<file path="src/rtl/alu_arb_if.sv">
// Bundles the alu_arb request, shared-ALU and response signals.
// slave = arbiter side, master = requester/ALU/consumer side.
interface alu_arb_if;
  logic       req0_valid;
  logic       req0_ready;
  logic [3:0] req0_a;
  logic [3:0] req0_b;
  logic [2:0] req0_op;
  logic       req1_valid;
  logic       req1_ready;
  logic [3:0] req1_a;
  logic [3:0] req1_b;
  logic [2:0] req1_op;
  logic [3:0] alu_a;
  logic [3:0] alu_b;
  logic [2:0] alu_mod;
  logic [3:0] alu_result;
  logic       alu_zero;
  logic       alu_c;
  logic       alu_ov;
  logic       rsp_valid;
  logic       rsp_ready;
  logic       rsp_id;
  logic [3:0] rsp_result;
  logic       rsp_zero;
  logic       rsp_c;
  logic       rsp_ov;

  modport slave (
    input  req0_valid, req0_a, req0_b, req0_op,
    input  req1_valid, req1_a, req1_b, req1_op,
    input  alu_result, alu_zero, alu_c, alu_ov, rsp_ready,
    output req0_ready, req1_ready, alu_a, alu_b, alu_mod,
    output rsp_valid, rsp_id, rsp_result, rsp_zero, rsp_c, rsp_ov
  );

  modport master (
    output req0_valid, req0_a, req0_b, req0_op,
    output req1_valid, req1_a, req1_b, req1_op,
    output alu_result, alu_zero, alu_c, alu_ov, rsp_ready,
    input  req0_ready, req1_ready, alu_a, alu_b, alu_mod,
    input  rsp_valid, rsp_id, rsp_result, rsp_zero, rsp_c, rsp_ov
  );
endinterface

</file>
<file path="src/rtl/alu_arb.sv">
// Two-requester arbiter for a shared 4-bit ALU with a registered response.
// Define ALU_ARB_FIXED_PRIO_EN for fixed priority (requester 0 wins ties); default is round-robin.
module alu_arb #(
  parameter int unsigned ALU_LAT = 1
) (
  input  logic      clk,
  input  logic      rst_n,
  alu_arb_if.slave  bus
);

  localparam logic [1:0] IDLE = 2'd0;
  localparam logic [1:0] EXEC = 2'd1;
  localparam logic [1:0] RESP = 2'd2;
  localparam logic [2:0] LAT_INIT = 3'(ALU_LAT);

  logic [1:0] state;
  logic [2:0] cnt;
  logic       id_q;
  logic       grant_id;
  logic       any_valid;
  logic       xfer;
`ifndef ALU_ARB_FIXED_PRIO_EN
  logic       last_grant;
`endif

  always_comb begin
    any_valid = bus.req0_valid || bus.req1_valid;
`ifdef ALU_ARB_FIXED_PRIO_EN
    grant_id  = !bus.req0_valid;
`else
    // On a tie the requester that did not win the last transfer goes next.
    grant_id  = (bus.req0_valid && bus.req1_valid) ? !last_grant : !bus.req0_valid;
`endif
  end

  assign bus.req0_ready = rst_n && (state == IDLE) && any_valid && !grant_id;
  assign bus.req1_ready = rst_n && (state == IDLE) && any_valid &&  grant_id;
  assign xfer           = (bus.req0_ready && bus.req0_valid) || (bus.req1_ready && bus.req1_valid);
  assign bus.rsp_valid  = (state == RESP);

  always_ff @(posedge clk) begin
    if (!rst_n) begin
      state          <= IDLE;
      cnt            <= '0;
      id_q           <= 1'b0;
      bus.alu_a      <= '0;
      bus.alu_b      <= '0;
      bus.alu_mod    <= '0;
      bus.rsp_id     <= 1'b0;
      bus.rsp_result <= '0;
      bus.rsp_zero   <= 1'b0;
      bus.rsp_c      <= 1'b0;
      bus.rsp_ov     <= 1'b0;
`ifndef ALU_ARB_FIXED_PRIO_EN
      last_grant     <= 1'b1;
`endif
    end else begin
      case (state)
        IDLE: begin
          if (xfer) begin
            bus.alu_a   <= grant_id ? bus.req1_a  : bus.req0_a;
            bus.alu_b   <= grant_id ? bus.req1_b  : bus.req0_b;
            bus.alu_mod <= grant_id ? bus.req1_op : bus.req0_op;
            id_q        <= grant_id;
            cnt         <= LAT_INIT;
            state       <= EXEC;
`ifndef ALU_ARB_FIXED_PRIO_EN
            last_grant  <= grant_id;
`endif
          end
        end
        EXEC: begin
          cnt <= cnt - 3'd1;
          if (cnt == 3'd1) begin
            bus.rsp_id     <= id_q;
            bus.rsp_result <= bus.alu_result;
            bus.rsp_zero   <= bus.alu_zero;
            bus.rsp_c      <= bus.alu_c;
            bus.rsp_ov     <= bus.alu_ov;
            state          <= RESP;
          end
        end
        RESP: begin
          if (bus.rsp_ready) state <= IDLE;
        end
        default: state <= IDLE;
      endcase
    end
  end

endmodule

</file>
<file path="src/flat_wrapper.sv">
// flat-port wrapper written by rule: the top's interface ports become plain ports
module alu_arb_flat 
#(
  parameter int unsigned ALU_LAT = 1
)
  (clk, rst_n, bus_req0_valid, bus_req0_a, bus_req0_b, bus_req0_op, bus_req1_valid, bus_req1_a, bus_req1_b, bus_req1_op, bus_alu_result, bus_alu_zero, bus_alu_c, bus_alu_ov, bus_rsp_ready, bus_req0_ready, bus_req1_ready, bus_alu_a, bus_alu_b, bus_alu_mod, bus_rsp_valid, bus_rsp_id, bus_rsp_result, bus_rsp_zero, bus_rsp_c, bus_rsp_ov);
  alu_arb_if bus_i ();
  input  logic clk;
  input  logic rst_n;
  input wire logic [$bits(bus_i.req0_valid)-1:0] bus_req0_valid;
  input wire logic [$bits(bus_i.req0_a)-1:0] bus_req0_a;
  input wire logic [$bits(bus_i.req0_b)-1:0] bus_req0_b;
  input wire logic [$bits(bus_i.req0_op)-1:0] bus_req0_op;
  input wire logic [$bits(bus_i.req1_valid)-1:0] bus_req1_valid;
  input wire logic [$bits(bus_i.req1_a)-1:0] bus_req1_a;
  input wire logic [$bits(bus_i.req1_b)-1:0] bus_req1_b;
  input wire logic [$bits(bus_i.req1_op)-1:0] bus_req1_op;
  input wire logic [$bits(bus_i.alu_result)-1:0] bus_alu_result;
  input wire logic [$bits(bus_i.alu_zero)-1:0] bus_alu_zero;
  input wire logic [$bits(bus_i.alu_c)-1:0] bus_alu_c;
  input wire logic [$bits(bus_i.alu_ov)-1:0] bus_alu_ov;
  input wire logic [$bits(bus_i.rsp_ready)-1:0] bus_rsp_ready;
  output wire logic [$bits(bus_i.req0_ready)-1:0] bus_req0_ready;
  output wire logic [$bits(bus_i.req1_ready)-1:0] bus_req1_ready;
  output wire logic [$bits(bus_i.alu_a)-1:0] bus_alu_a;
  output wire logic [$bits(bus_i.alu_b)-1:0] bus_alu_b;
  output wire logic [$bits(bus_i.alu_mod)-1:0] bus_alu_mod;
  output wire logic [$bits(bus_i.rsp_valid)-1:0] bus_rsp_valid;
  output wire logic [$bits(bus_i.rsp_id)-1:0] bus_rsp_id;
  output wire logic [$bits(bus_i.rsp_result)-1:0] bus_rsp_result;
  output wire logic [$bits(bus_i.rsp_zero)-1:0] bus_rsp_zero;
  output wire logic [$bits(bus_i.rsp_c)-1:0] bus_rsp_c;
  output wire logic [$bits(bus_i.rsp_ov)-1:0] bus_rsp_ov;
  assign bus_i.req0_valid = bus_req0_valid;
  assign bus_i.req0_a = bus_req0_a;
  assign bus_i.req0_b = bus_req0_b;
  assign bus_i.req0_op = bus_req0_op;
  assign bus_i.req1_valid = bus_req1_valid;
  assign bus_i.req1_a = bus_req1_a;
  assign bus_i.req1_b = bus_req1_b;
  assign bus_i.req1_op = bus_req1_op;
  assign bus_i.alu_result = bus_alu_result;
  assign bus_i.alu_zero = bus_alu_zero;
  assign bus_i.alu_c = bus_alu_c;
  assign bus_i.alu_ov = bus_alu_ov;
  assign bus_i.rsp_ready = bus_rsp_ready;
  assign bus_req0_ready = bus_i.req0_ready;
  assign bus_req1_ready = bus_i.req1_ready;
  assign bus_alu_a = bus_i.alu_a;
  assign bus_alu_b = bus_i.alu_b;
  assign bus_alu_mod = bus_i.alu_mod;
  assign bus_rsp_valid = bus_i.rsp_valid;
  assign bus_rsp_id = bus_i.rsp_id;
  assign bus_rsp_result = bus_i.rsp_result;
  assign bus_rsp_zero = bus_i.rsp_zero;
  assign bus_rsp_c = bus_i.rsp_c;
  assign bus_rsp_ov = bus_i.rsp_ov;
  alu_arb #(.ALU_LAT(ALU_LAT)) u_core (.clk(clk), .rst_n(rst_n), .bus(bus_i));
endmodule
</file>
<file path="config.mk">
export PLATFORM = sky130hd
export DESIGN_NAME = alu_arb_flat
export DESIGN_NICKNAME = d
export VERILOG_FILES = /design/src/rtl/alu_arb_if.sv /design/src/rtl/alu_arb.sv /design/src/flat_wrapper.sv
export SDC_FILE = /design/constraint.sdc
export NUM_CORES = 1
export LEC_CHECK = 0
export BUFFER_PORTS_ARGS = -buffer_cell sky130_fd_sc_hd__buf_2
export CORE_ASPECT_RATIO = 1.4
export CORE_MARGIN = 8
export CORE_UTILIZATION = 40
export CTS_BUF_LIST = sky130_fd_sc_hd__clkbuf_8
export DETAILED_ROUTE_END_ITERATION = 16
export PLACE_DENSITY = 0.81
export SKIP_LAST_GASP = 1
export SLEW_MARGIN = 10
export SYNTH_ARGS = -nofsm -noshare
export SYNTH_HDL_FRONTEND = slang
export SYNTH_SLANG_ARGS = --single-unit
export TNS_END_PERCENT = 10
</file>
<file path="constraint.sdc">
create_clock -name clk -period 1.64 [get_ports clk]
set_clock_uncertainty 0.05 [all_clocks]
set_input_delay 0.164 -clock clk [delete_from_list [all_inputs] [get_ports clk]]
set_output_delay 0.164 -clock clk [all_outputs]
set_load 0.03 [all_outputs]
</file>
==> out/results.tsv <==
metric	value	unit
number of synthesized flops with an enable pin	0	
register clock-pin slew on the reported worst setup and hold paths	0.08	ns
CTS Hold Bufs	0	
status	finished, final reports clean	
fin crit period	1.62	ns
core area	2880	sq um
Startpoint Class	flip-flop	
Final Cycle Share	98.7	%
Layout area overhead	35.7	%
chip height	80.8	um
number of placed cells counting well taps	207	
Die W	62.3	um
synthesized area	1200	sq um
Cells after Synth	119	
DR iter-0 viols	39	
Starting Density	41.7	%
Antenna Cells	0	
fin nets	216	
setup ws final	0.0217	ns
Synth cell types	26	
DRT antenna net count	0	
Seq/Total Area, Yosys	43.3	%
P_sw	0.496	mW
Clock Tree Buf Depth	2	
asr flop ratio synth	0	%
DR vias	1136	
Skew-Pair Late Insertion Delay	0.27	ns
Post-Route WL	3.42	mm
die area	5040	sq um
CP Capture Type	output pin	
final hold violations	0	
Worst VDD drop	0.000639	V
syn nets	155	
Clock power frac	22.8	%
Net Sw Frac	31.7	%
PwrDens	959	nW/um^2
largest net degree at the start of global routing	24	
top cell type's share of synthesized area	43.3	%
drt wl/cell	15.9	um
setup total negative slack	0	ns
CTS sink cnt	26	
first-pass GRT wire length	5.46	mm
# rows	23	
max-cap viol count	0	
Via density	5.28	
pre-CTS WS	-0.138	ns
layout cells sized above 1	42.1	%
Clock Root Buffer	clkbuf_8	
H-tree levels	1	
commonest cells in the netlist	dfxtp_1 (26), or3_1 (22), nor2b_1 (12), o2111a_1 (11), mux2i_1 (8)	
worst path required time	1.43	ns
Setup CP Type	flip-flop to output pin	
WHS	0.102	ns
DR pass1 iterations	4	
Seq cells post-synth	26	
critical path fanouts, max	7	
vias in the first global route	1197	
worst rel slew slack	50.0	%
combinational power share	29.9	%
unrepaired setup endpoints after global routing	true	
GRT Util Overall	13.1	%
Non-Filler Instances	215	
I/O pin count	56	
hpwl dp	2.57	mm
leading area contributor after synthesis	dfxtp_1	
Internal	1.07	mW
count leader, synth	dfxtp_1	
port bufs	55	
total chip power	1.56	mW
TritonCTS Buffers	3	
worst-margin pin slew	0.746	ns
Synthesis Warnings	0	
CTS tree	yes	
initial antenna violation count	0	
GPL Wtd Cong	0.762	
Final setup violation count	0	
grt total ovfl	0	
Leak	0.717	nW
Synth Flop Type	dfxtp_1	
Tightest Hold Check Type	primary input to flip-flop	
DRC	0	
Avg Inst Size Synth	10.1	sq um
Sequential Power Share	47.3	%
max-slew violations	0	
top cells by area, synth	dfxtp_1 (43%), or3_1 (11%), o2111a_1 (10%)	
CP arrival	1.40	ns
f_max	0.618	GHz
==> flip-flops by register name (all words and copies together), names as in the netlist <==
name / cells
u_core.bus.rsp_ov: 1
u_core.last_grant: 1
u_core.bus.rsp_c: 1
u_core.state: 2
u_core.bus.rsp_zero: 1
u_core.bus.alu_a: 4
u_core.bus.alu_mod: 3
u_core.id_q: 1
u_core.bus.rsp_result: 4
u_core.bus.rsp_id: 1
u_core.cnt: 3
u_core.bus.alu_b: 4
==> per-stage QoR <==
step                      cell area, sq um  utilization, %
final                                 1630            56.7
after global routing                  1630            56.7
after CTS                             1570            54.5
after detailed placement              1520            52.9
after global placement                1520            52.9
after floorplan                       1210               -
==> placed cells by master (no fill, tap or decap), types with 2 or more instances in the layout <==
| cell type | Yosys | routed |
|---|---|---|
| nor3b_2 | 0 | 2 |
| dfxtp_1 | 26 | 26 |
| clkbuf_8 | 0 | 3 |
| or3_1 | 22 | 22 |
| or3b_4 | 2 | 2 |
| buf_4 | 0 | 11 |
| nand2_1 | 3 | 3 |
| o2111a_1 | 11 | 11 |
| inv_1 | 2 | 2 |
| nand3b_1 | 2 | 2 |
| o21ai_0 | 3 | 3 |
| buf_2 | 1 | 53 |
| nor2b_1 | 12 | 11 |
| and2_1 | 2 | 2 |
| nor2_1 | 2 | 2 |
| mux2i_1 | 8 | 8 |
| ha_1 | 2 | 2 |
==> area by class of cell <==
type                            instances  area [sq um]
Fill cell                             271          1250
Clock buffer                            3          41.3
Inverter                                2          7.51
Timing Repair Buffer                   65           359
Multi-Input combinational cell         82           656
Tap cell                               37          46.3
Sequential cell                        26           520
==> final timing paths <==
| check | to | cells after the start | slack [ns] | start |
|---|---|---|---|---|
| min reg2reg | u_core.cnt[1] | 2 | 0.42 | u_core.cnt[1] |
| max reg2reg | u_core.bus.alu_b[1] | 4 | 0.04 | u_core.state[1] |
| max | bus_req0_ready | 3 | 0.02 | u_core.state[1] |
| min | u_core.bus.rsp_c | 3 | 0.10 | bus_alu_c |
==> repair_timing <==
action	CTS	global route
pin swaps	0	3
setup endpoints to repair	13	9
gates resized for setup	1	7
setup buffers	0	5
==> logic make-up after synthesis <==
logic type               Yosys count  synth area share [%]
AO/OA/AOI/OAI                     19                  15.0
adder cells (fa/ha/maj)            2                  2.08
buffers and inverters             11                  4.79
flip-flops                        26                  43.3
multiplexers                       8                  6.67
AND/OR/NAND/NOR                   53                  28.1
==> critical path, stage by stage, from the launching register on <==
cell	delay (ns)
dfxtp_1	0.35
or3b_4	0.45
nor3b_2	0.17
buf_4	0.18
==> routing by layer <==
metal	GRT usage (%)	vias to the layer above	wire length (um)
met4	4.12	0	46
met5	0	-	0
met1	13.4	527	1460
li1	-	555	-
met3	4.40	5	273
met2	24.9	49	1640
==> power groups by stage <==
stage	clock [mW]	combinational [mW]	sequential, mW
floorplan	0	0.205	0.841
global placement	0	0.423	0.746
detailed placement	0	0.440	0.750
CTS	0.352	0.444	0.738
global route	0.402	0.504	0.746
finish	0.356	0.468	0.740
Note: power is estimated with default switching activity, not from simulation.
